File: config.mk
export PLATFORM = sky130hd
export DESIGN_NAME = ramsdp_fifo_ctrl_flat
export DESIGN_NICKNAME = d
export VERILOG_FILES = /design/src/rtl/ramsdp_fifo_ctrl_pkg.sv /design/src/rtl/ramsdp_fifo_ctrl_if.sv /design/src/rtl/ramsdp_fifo_ctrl_ramsdp.sv /design/src/rtl/ramsdp_fifo_ctrl.sv /design/src/flat_wrapper.sv
export SDC_FILE = /design/constraint.sdc
export NUM_CORES = 2
export LEC_CHECK = 0
export BUFFER_PORTS_ARGS = -buffer_cell sky130_fd_sc_hd__buf_2
export CORE_ASPECT_RATIO = 1.1
export CORE_MARGIN = 2
export CORE_UTILIZATION = 47
export DETAILED_ROUTE_END_ITERATION = 10
export PLACE_DENSITY_LB_ADDON = 0.2
export SLEW_MARGIN = 20
export SYNTH_ARGS = -nofsm -noshare
export SYNTH_HDL_FRONTEND = slang
export SYNTH_SLANG_ARGS = --single-unit
File: constraint.sdc
create_clock -name clk -period 4.21 [get_ports clk]
set_input_delay 0.421 -clock clk [delete_from_list [all_inputs] [get_ports clk]]
set_output_delay 0.421 -clock clk [all_outputs]
set_load 0.005 [all_outputs]
File: src/rtl/ramsdp_fifo_ctrl_pkg.sv
// rtl/ramsdp_fifo_ctrl_pkg.sv - shared constants and depth helper for the ramsdp FIFO controller
//
// Purpose: default geometry for the FIFO and a helper that turns an address
//          width into an entry count.
// Contents: DEFAULT_DW, DEFAULT_AW, fifo_depth().
package ramsdp_fifo_ctrl_pkg;

    localparam int DEFAULT_DW = 32;
    localparam int DEFAULT_AW = 6;

    function automatic int fifo_depth(input int aw);
        return 1 << aw;
    endfunction

endpackage

File: src/rtl/ramsdp_fifo_ctrl_if.sv
// rtl/ramsdp_fifo_ctrl_if.sv - push/pop handshake bundle for the ramsdp FIFO controller
//
// Purpose: groups the producer side, consumer side and status of the FIFO.
// Signals: clear, in_valid/in_ready/in_data (push side),
//          out_valid/out_ready/out_data (pop side), count/full/empty (status).
// Modports: master - the producer/consumer driving the FIFO,
//           slave  - the FIFO controller itself.
interface ramsdp_fifo_ctrl_if
    import ramsdp_fifo_ctrl_pkg::*;
#(
    parameter int DW = DEFAULT_DW,
    parameter int AW = DEFAULT_AW
);

    logic          clear;
    logic          in_valid;
    logic          in_ready;
    logic [DW-1:0] in_data;
    logic          out_valid;
    logic          out_ready;
    logic [DW-1:0] out_data;
    logic [AW:0]   count;
    logic          full;
    logic          empty;

    modport master (
        output clear, in_valid, in_data, out_ready,
        input  in_ready, out_valid, out_data, count, full, empty
    );

    modport slave (
        input  clear, in_valid, in_data, out_ready,
        output in_ready, out_valid, out_data, count, full, empty
    );

endinterface

File: src/rtl/ramsdp_fifo_ctrl_ramsdp.sv
// rtl/ramsdp_fifo_ctrl_ramsdp.sv - simple dual-port RAM with registered outputs on both ports
//
// Purpose: FIFO storage. Port A writes (and returns the old word on dout_a),
//          port B is read-only with a registered dout_b. No reset on contents
//          or output registers.
// Ports: clk; we_a, addr_a, din_a, dout_a (port A); addr_b, dout_b (port B).
module ramsdp #(
    parameter int DW = 32,
    parameter int AW = 6
) (
    input  logic          clk,
    input  logic          we_a,
    input  logic [AW-1:0] addr_a,
    input  logic [DW-1:0] din_a,
    output logic [DW-1:0] dout_a,
    input  logic [AW-1:0] addr_b,
    output logic [DW-1:0] dout_b
);

    logic [DW-1:0] mem [2**AW];

    always_ff @(posedge clk) begin
        if (we_a) begin
            mem[addr_a] <= din_a;
        end
        dout_a <= mem[addr_a];
    end

    always_ff @(posedge clk) begin
        dout_b <= mem[addr_b];
    end

endmodule

File: src/rtl/ramsdp_fifo_ctrl.sv
// rtl/ramsdp_fifo_ctrl.sv - first-word-fall-through FIFO controller over one ramsdp instance
//
// Purpose: sequences a ramsdp as FIFO storage with valid/ready on both sides,
//          one push and one pop per cycle sustained, 2-cycle push-to-head latency.
// Ports: clk, rst (async, active-high);
//        bus (slave modport): clear, in_valid/in_ready/in_data,
//        out_valid/out_ready/out_data, count, full, empty.
module ramsdp_fifo_ctrl
    import ramsdp_fifo_ctrl_pkg::*;
#(
    parameter int DW = DEFAULT_DW,
    parameter int AW = DEFAULT_AW
) (
    input  logic                clk,
    input  logic                rst,
    ramsdp_fifo_ctrl_if.slave   bus
);

    localparam int          DEPTH   = fifo_depth(AW);
    localparam logic [AW:0] DEPTH_C = (AW+1)'(DEPTH);

    logic [AW-1:0] wr_ptr;
    logic [AW-1:0] rd_ptr;
    logic [AW:0]   count;
    logic [AW:0]   avail;      // written to RAM but not yet fetched to dout_b
    logic          out_valid;

    logic          in_ready;
    logic          push;
    logic          pop;
    logic          fetch;
    logic [AW-1:0] addr_b;

    // in_ready comes from the registered count, so a pop cannot make room for
    // a push in the same cycle.
    assign in_ready = (count != DEPTH_C);
    assign push     = bus.in_valid & in_ready & ~bus.clear;
    assign pop      = out_valid & bus.out_ready;
    assign fetch    = (avail != '0) & (~out_valid | bus.out_ready);

    // Without a fetch, keep re-reading the presented head so dout_b stays put.
    // The head slot is not freed until pop, so port A can never hit it.
    assign addr_b   = fetch ? rd_ptr : rd_ptr - 1'b1;

    always_ff @(posedge clk or posedge rst) begin
        if (rst) begin
            wr_ptr    <= '0;
            rd_ptr    <= '0;
            count     <= '0;
            avail     <= '0;
            out_valid <= 1'b0;
        end else if (bus.clear) begin
            wr_ptr    <= '0;
            rd_ptr    <= '0;
            count     <= '0;
            avail     <= '0;
            out_valid <= 1'b0;
        end else begin
            if (push) begin
                wr_ptr <= wr_ptr + 1'b1;
            end
            if (fetch) begin
                rd_ptr <= rd_ptr + 1'b1;
            end
            // avail rises the edge after the write, so a word is only fetched
            // once it is already in the array (no read-during-write on port B).
            avail     <= avail + (AW+1)'(push) - (AW+1)'(fetch);
            count     <= count + (AW+1)'(push) - (AW+1)'(pop);
            out_valid <= fetch ? 1'b1 : (pop ? 1'b0 : out_valid);
        end
    end

    ramsdp #(
        .DW (DW),
        .AW (AW)
    ) u_ram (
        .clk    (clk),
        .we_a   (push),
        .addr_a (wr_ptr),
        .din_a  (bus.in_data),
        .dout_a (),
        .addr_b (addr_b),
        .dout_b (bus.out_data)
    );

    assign bus.in_ready  = in_ready;
    assign bus.out_valid = out_valid;
    assign bus.count     = count;
    assign bus.full      = (count == DEPTH_C);
    assign bus.empty     = (count == '0);

    a_count_le_depth: assert property (@(posedge clk) disable iff (rst)
        count <= DEPTH_C);
    a_avail_le_count: assert property (@(posedge clk) disable iff (rst)
        avail <= count);
    a_occupancy: assert property (@(posedge clk) disable iff (rst)
        (avail + (AW+1)'(out_valid)) <= count);

endmodule

File: src/flat_wrapper.sv
// flat-port wrapper written by rule: the top's interface ports become plain ports
module ramsdp_fifo_ctrl_flat import ramsdp_fifo_ctrl_pkg::*;
#(
    parameter int DW = DEFAULT_DW,
    parameter int AW = DEFAULT_AW
)
  (clk, rst, bus_clear, bus_in_valid, bus_in_data, bus_out_ready, bus_in_ready, bus_out_valid, bus_out_data, bus_count, bus_full, bus_empty);
  ramsdp_fifo_ctrl_if #(.DW(DW), .AW(AW)) bus_i ();
  input  logic clk;
  input  logic rst;
  input wire logic [$bits(bus_i.clear)-1:0] bus_clear;
  input wire logic [$bits(bus_i.in_valid)-1:0] bus_in_valid;
  input wire logic [$bits(bus_i.in_data)-1:0] bus_in_data;
  input wire logic [$bits(bus_i.out_ready)-1:0] bus_out_ready;
  output wire logic [$bits(bus_i.in_ready)-1:0] bus_in_ready;
  output wire logic [$bits(bus_i.out_valid)-1:0] bus_out_valid;
  output wire logic [$bits(bus_i.out_data)-1:0] bus_out_data;
  output wire logic [$bits(bus_i.count)-1:0] bus_count;
  output wire logic [$bits(bus_i.full)-1:0] bus_full;
  output wire logic [$bits(bus_i.empty)-1:0] bus_empty;
  assign bus_i.clear = bus_clear;
  assign bus_i.in_valid = bus_in_valid;
  assign bus_i.in_data = bus_in_data;
  assign bus_i.out_ready = bus_out_ready;
  assign bus_in_ready = bus_i.in_ready;
  assign bus_out_valid = bus_i.out_valid;
  assign bus_out_data = bus_i.out_data;
  assign bus_count = bus_i.count;
  assign bus_full = bus_i.full;
  assign bus_empty = bus_i.empty;
  ramsdp_fifo_ctrl #(.DW(DW), .AW(AW)) u_core (.clk(clk), .rst(rst), .bus(bus_i));
endmodule
==> flow_summary.toml <==
[worst_setup_path]
cp-start-kind = "flip-flop"
endpoint_kind = "flip-flop"
r2r_slack_ns = 0.11
worst_r2r_path_depth = 14
cp.arrival_ns = 4.92
slowest_delay_ns = 0.87
path_delay_family = "compound AO/OA/AOI/OAI gates"
reg2reg_to = "u_core.u_ram.dout_b[3]"
crit_path_end = "u_core.u_ram.dout_b[3]"
cp_common_cell = "buf_4"
worstPathRequired_ns = 5.03
rr_startpoint = "u_core.avail[5]"
crit_chain = "inv_1 -> ha_1 -> nor3b_1 -> buf_4 -> a21oi_2 -> xnor2_4 -> buf_4 -> a211oi_4 -> buf_12 -> buf_4 -> a32oi_1 -> o21ai_0 -> a311oi_1 -> or4_1"
critPathLaunch = "u_core.avail[5]"
path_depth = 14
crit_buf_inv = 5
cpMaxStageDelayCell = "a311oi_1"
worstSetupPathType = "flip-flop to flip-flop"
cp_max_fo = 22

[timing]
fmax_ghz = 0.244
grt_setup_unrepaired = "false"
fin_ws_ns = 0.107
maxSlewViolCount = 0
setup_viol = 0
clock-skew-final_ns = 0.0379
tightestPinTransition_ns = 1.15
slew-limit-headroom_pct = 21.7
period_needed_ns = 4.10
setup_tns_ns = 0
hold_violations = 0
min_period_over_period_pct = 97.4

[cts]
cts_sinks = 2107
clk_latency_ns = 0.87
clockRootBuffer = "clkbuf_16"
numCtsBuffers = 197
cts.htree.levels = 4
post-cts-setup-buffers = 0
cts_tree = "yes"
clk_pin_slew_ns = 0.06
clock_path_buffers = 3

[flow_run]
maxCapViolCount = 0

[power]
switching_share_pct = 36.3
combPwrFrac_pct = 37.5
p_clk_share_pct = 26.4
ir_worst_vdd_v = 0.000703
seqPwrFrac_pct = 36.1
p_leak_nw = 31.2
internal_power_mw = 41.7
power_density_mw_per_mm2 = 695
power.total_mw = 65.4
power.net_switching_mw = 23.7

[routing]
routed_via_density = 6.16
wl_per_cell_um = 29.9
drt_wl_total_mm = 238
drtAntennaViolNets = 0
vias = 49000
drtIter0Drc = 6293
drc = 0
dr.pass1.iters = 6

[logic_synthesis]
synth_top_area_share_pct = 74.9
ys_types = 77
synth_nets = 5325
synth_edf_count = 2048
async_flop_share_pct = 1.28
yosysTopAreaCell = "edfxtp_1"
synth_top_flop_cell = "edfxtp_1"
syn_area_mm2 = 0.0821
synth-seq-cells = 2107
seq_area_frac_synth_pct = 76.5
syn_avg_cell_area_um2 = 15.6
synthTopCellsByArea = "edfxtp_1, nand2_1, mux4_2, a21oi_1, mux2i_1"
yosys_warnings = 0
synthCells = 5266

[floorplanning]
ios = 80
fp.dieArea_mm2 = 0.178
start_util_pct = 47.4
rows = 160
core_area_mm2 = 0.173
die_w_um = 403
die_y_um = 442

[place]
gp_congestion = 0.846
io_buffers = 79
place_inst = 7585
dp_hpwl_mm = 137
dp_slack_ns = -0.0156

[finish]
finalNonFillerCells = 7959
final_core_util_pct = 54.3
fin_nets = 5581
drive_above_1_share_pct = 16.3
fillCellCount = 13500
areaGrowthSynthToFinish_pct = 14.5

[global_routing]
grt_pass1_wl_mm = 342
gr-total-overflow = 0
grt_pass1_vias = 47700
grt_use_total_pct = 26.5
antenna_found_initial = 17
grt_max_degree = 100

[run_status]
outcome = "finished, final reports clean"

[worst_hold_path]
min_path_type = "input port to flip-flop"
cell families after synthesis:
kind of cell               share of synthesized area, %
muxes                                              5.81
AOI/OAI and AO/OA                                  6.38
adders and majority gates                         0.353
buffers and inverters                              1.92
DFF                                                76.5
xor gates and xnor gates                          0.254
and+or+nand+nor                                    8.80
stage by stage:
stage               hold WS, ns  cell area [µm²]
global route             0.0261            94000
floorplan                 0.474            82100
detailed placement        0.618            87700
CTS                     0.00270            94000
global placement          0.605            87700
finish                   0.0390            94100
how the worst min path moves through the flow:
stage	from	cells past startpoint	slack [ns]	endpoint
after floorplan	rst	1	0.47	u_core.avail[0]
after global placement	u_core.bus.count[5]	3	0.61	u_core.bus.count[6]
after detailed placement	u_core.wr_ptr[0]	2	0.62	u_core.wr_ptr[0]
after CTS	bus_in_data[10]	1	0.003	u_core.u_ram.mem[39][10]
after global routing	bus_in_data[10]	1	0.03	u_core.u_ram.mem[1][10]
final	bus_in_data[26]	1	0.04	u_core.u_ram.mem[0][26]
routing by layer:
metal / vias up / global-route usage (%) / wire, µm
met5: - / 0 / 14
met4: 2 / 7.67 / 6170
met3: 353 / 4.59 / 21300
met2: 2459 / 42.4 / 114000
met1: 25300 / 37.5 / 97100
li1: 20900 / - / -
area by class of cell:
cell class	count	area [µm²]	share of cell area, %
diodes	5	12.5	0.0133
clock buffers	250	5240	5.57
clock inverters	113	941	1.00
inverters	24	90.1	0.0958
multi-input cells	2791	18400	19.6
flip-flops and latches	2107	62800	66.8
well taps	2268	2840	3.02
repair buffers	401	3690	3.92
placed cells by master (no fill, tap or decap), drive strengths merged, types with 62 or more instances in the layout:
| cell type | netlist | layout |
|---|---|---|
| a211oi | 78 | 78 |
| and3 | 83 | 83 |
| clkbuf | 188 | 250 |
| a21oi | 332 | 332 |
| buf | 156 | 395 |
| clkinv | 0 | 87 |
| a2111oi | 98 | 98 |
| nand3 | 217 | 217 |
| mux4 | 151 | 151 |
| nor4 | 62 | 62 |
| a31oi | 62 | 62 |
| nor2 | 97 | 97 |
| edfxtp | 2048 | 2048 |
| mux2i | 131 | 131 |
| nand2 | 1091 | 1091 |
power groups by stage:
stage	registers, mW	clock network [mW]	logic (mW)
6_report	23.6	17.3	24.5
4_1_cts	23.6	17.5	24.3
5_1_grt	23.6	18.2	26.1
3_5_place_dp	24.0	0	24.2
3_3_place_gp	24.0	0	24.0
2_1_floorplan	23.9	0	14.0
what timing repair did:
item	in CTS	in global routing
cloned	0	0
pin swaps	0	0
gates resized for setup	1	9
endpoints found under the hold margin	73	0
hold buffers	6	0
setup endpoints to repair	1	9
cells in the mapped netlist, types with 8 or more instances:
cell type  number
and2_1         10
clkbuf_1      188
a221oi_1        8
and3_1         83
xor2_1          9
buf_2          89
a31oi_1        62
or4_1          24
buf_4          10
nand4_1         8
dfrtp_1        27
nand2_1      1090
or3_1          12
nor2_1         97
a32oi_1        23
ha_1           20
a21oi_1       331
a32o_1         24
o21ai_0        36
buf_1          51
o221ai_1       15
edfxtp_1     2048
mux2i_1       131
nor4_1         62
inv_1          24
nor3_1         31
dfxtp_1        32
nand3_1       217
o22ai_1        40
mux4_2        151
a311oi_1       15
a211oi_1       76
a2111oi_0      98
xnor2_1        13
flip-flops by register name, summed over array words and instances, names as in the netlist:
register,cells
u_core.bus.count,7
u_core.avail,7
u_core.rd_ptr,6
u_core.wr_ptr,6
u_core.u_ram.dout_b,32
u_core.u_ram.mem,2048
u_core.bus.out_valid,1
Note: power is estimated with default switching activity, not from simulation.
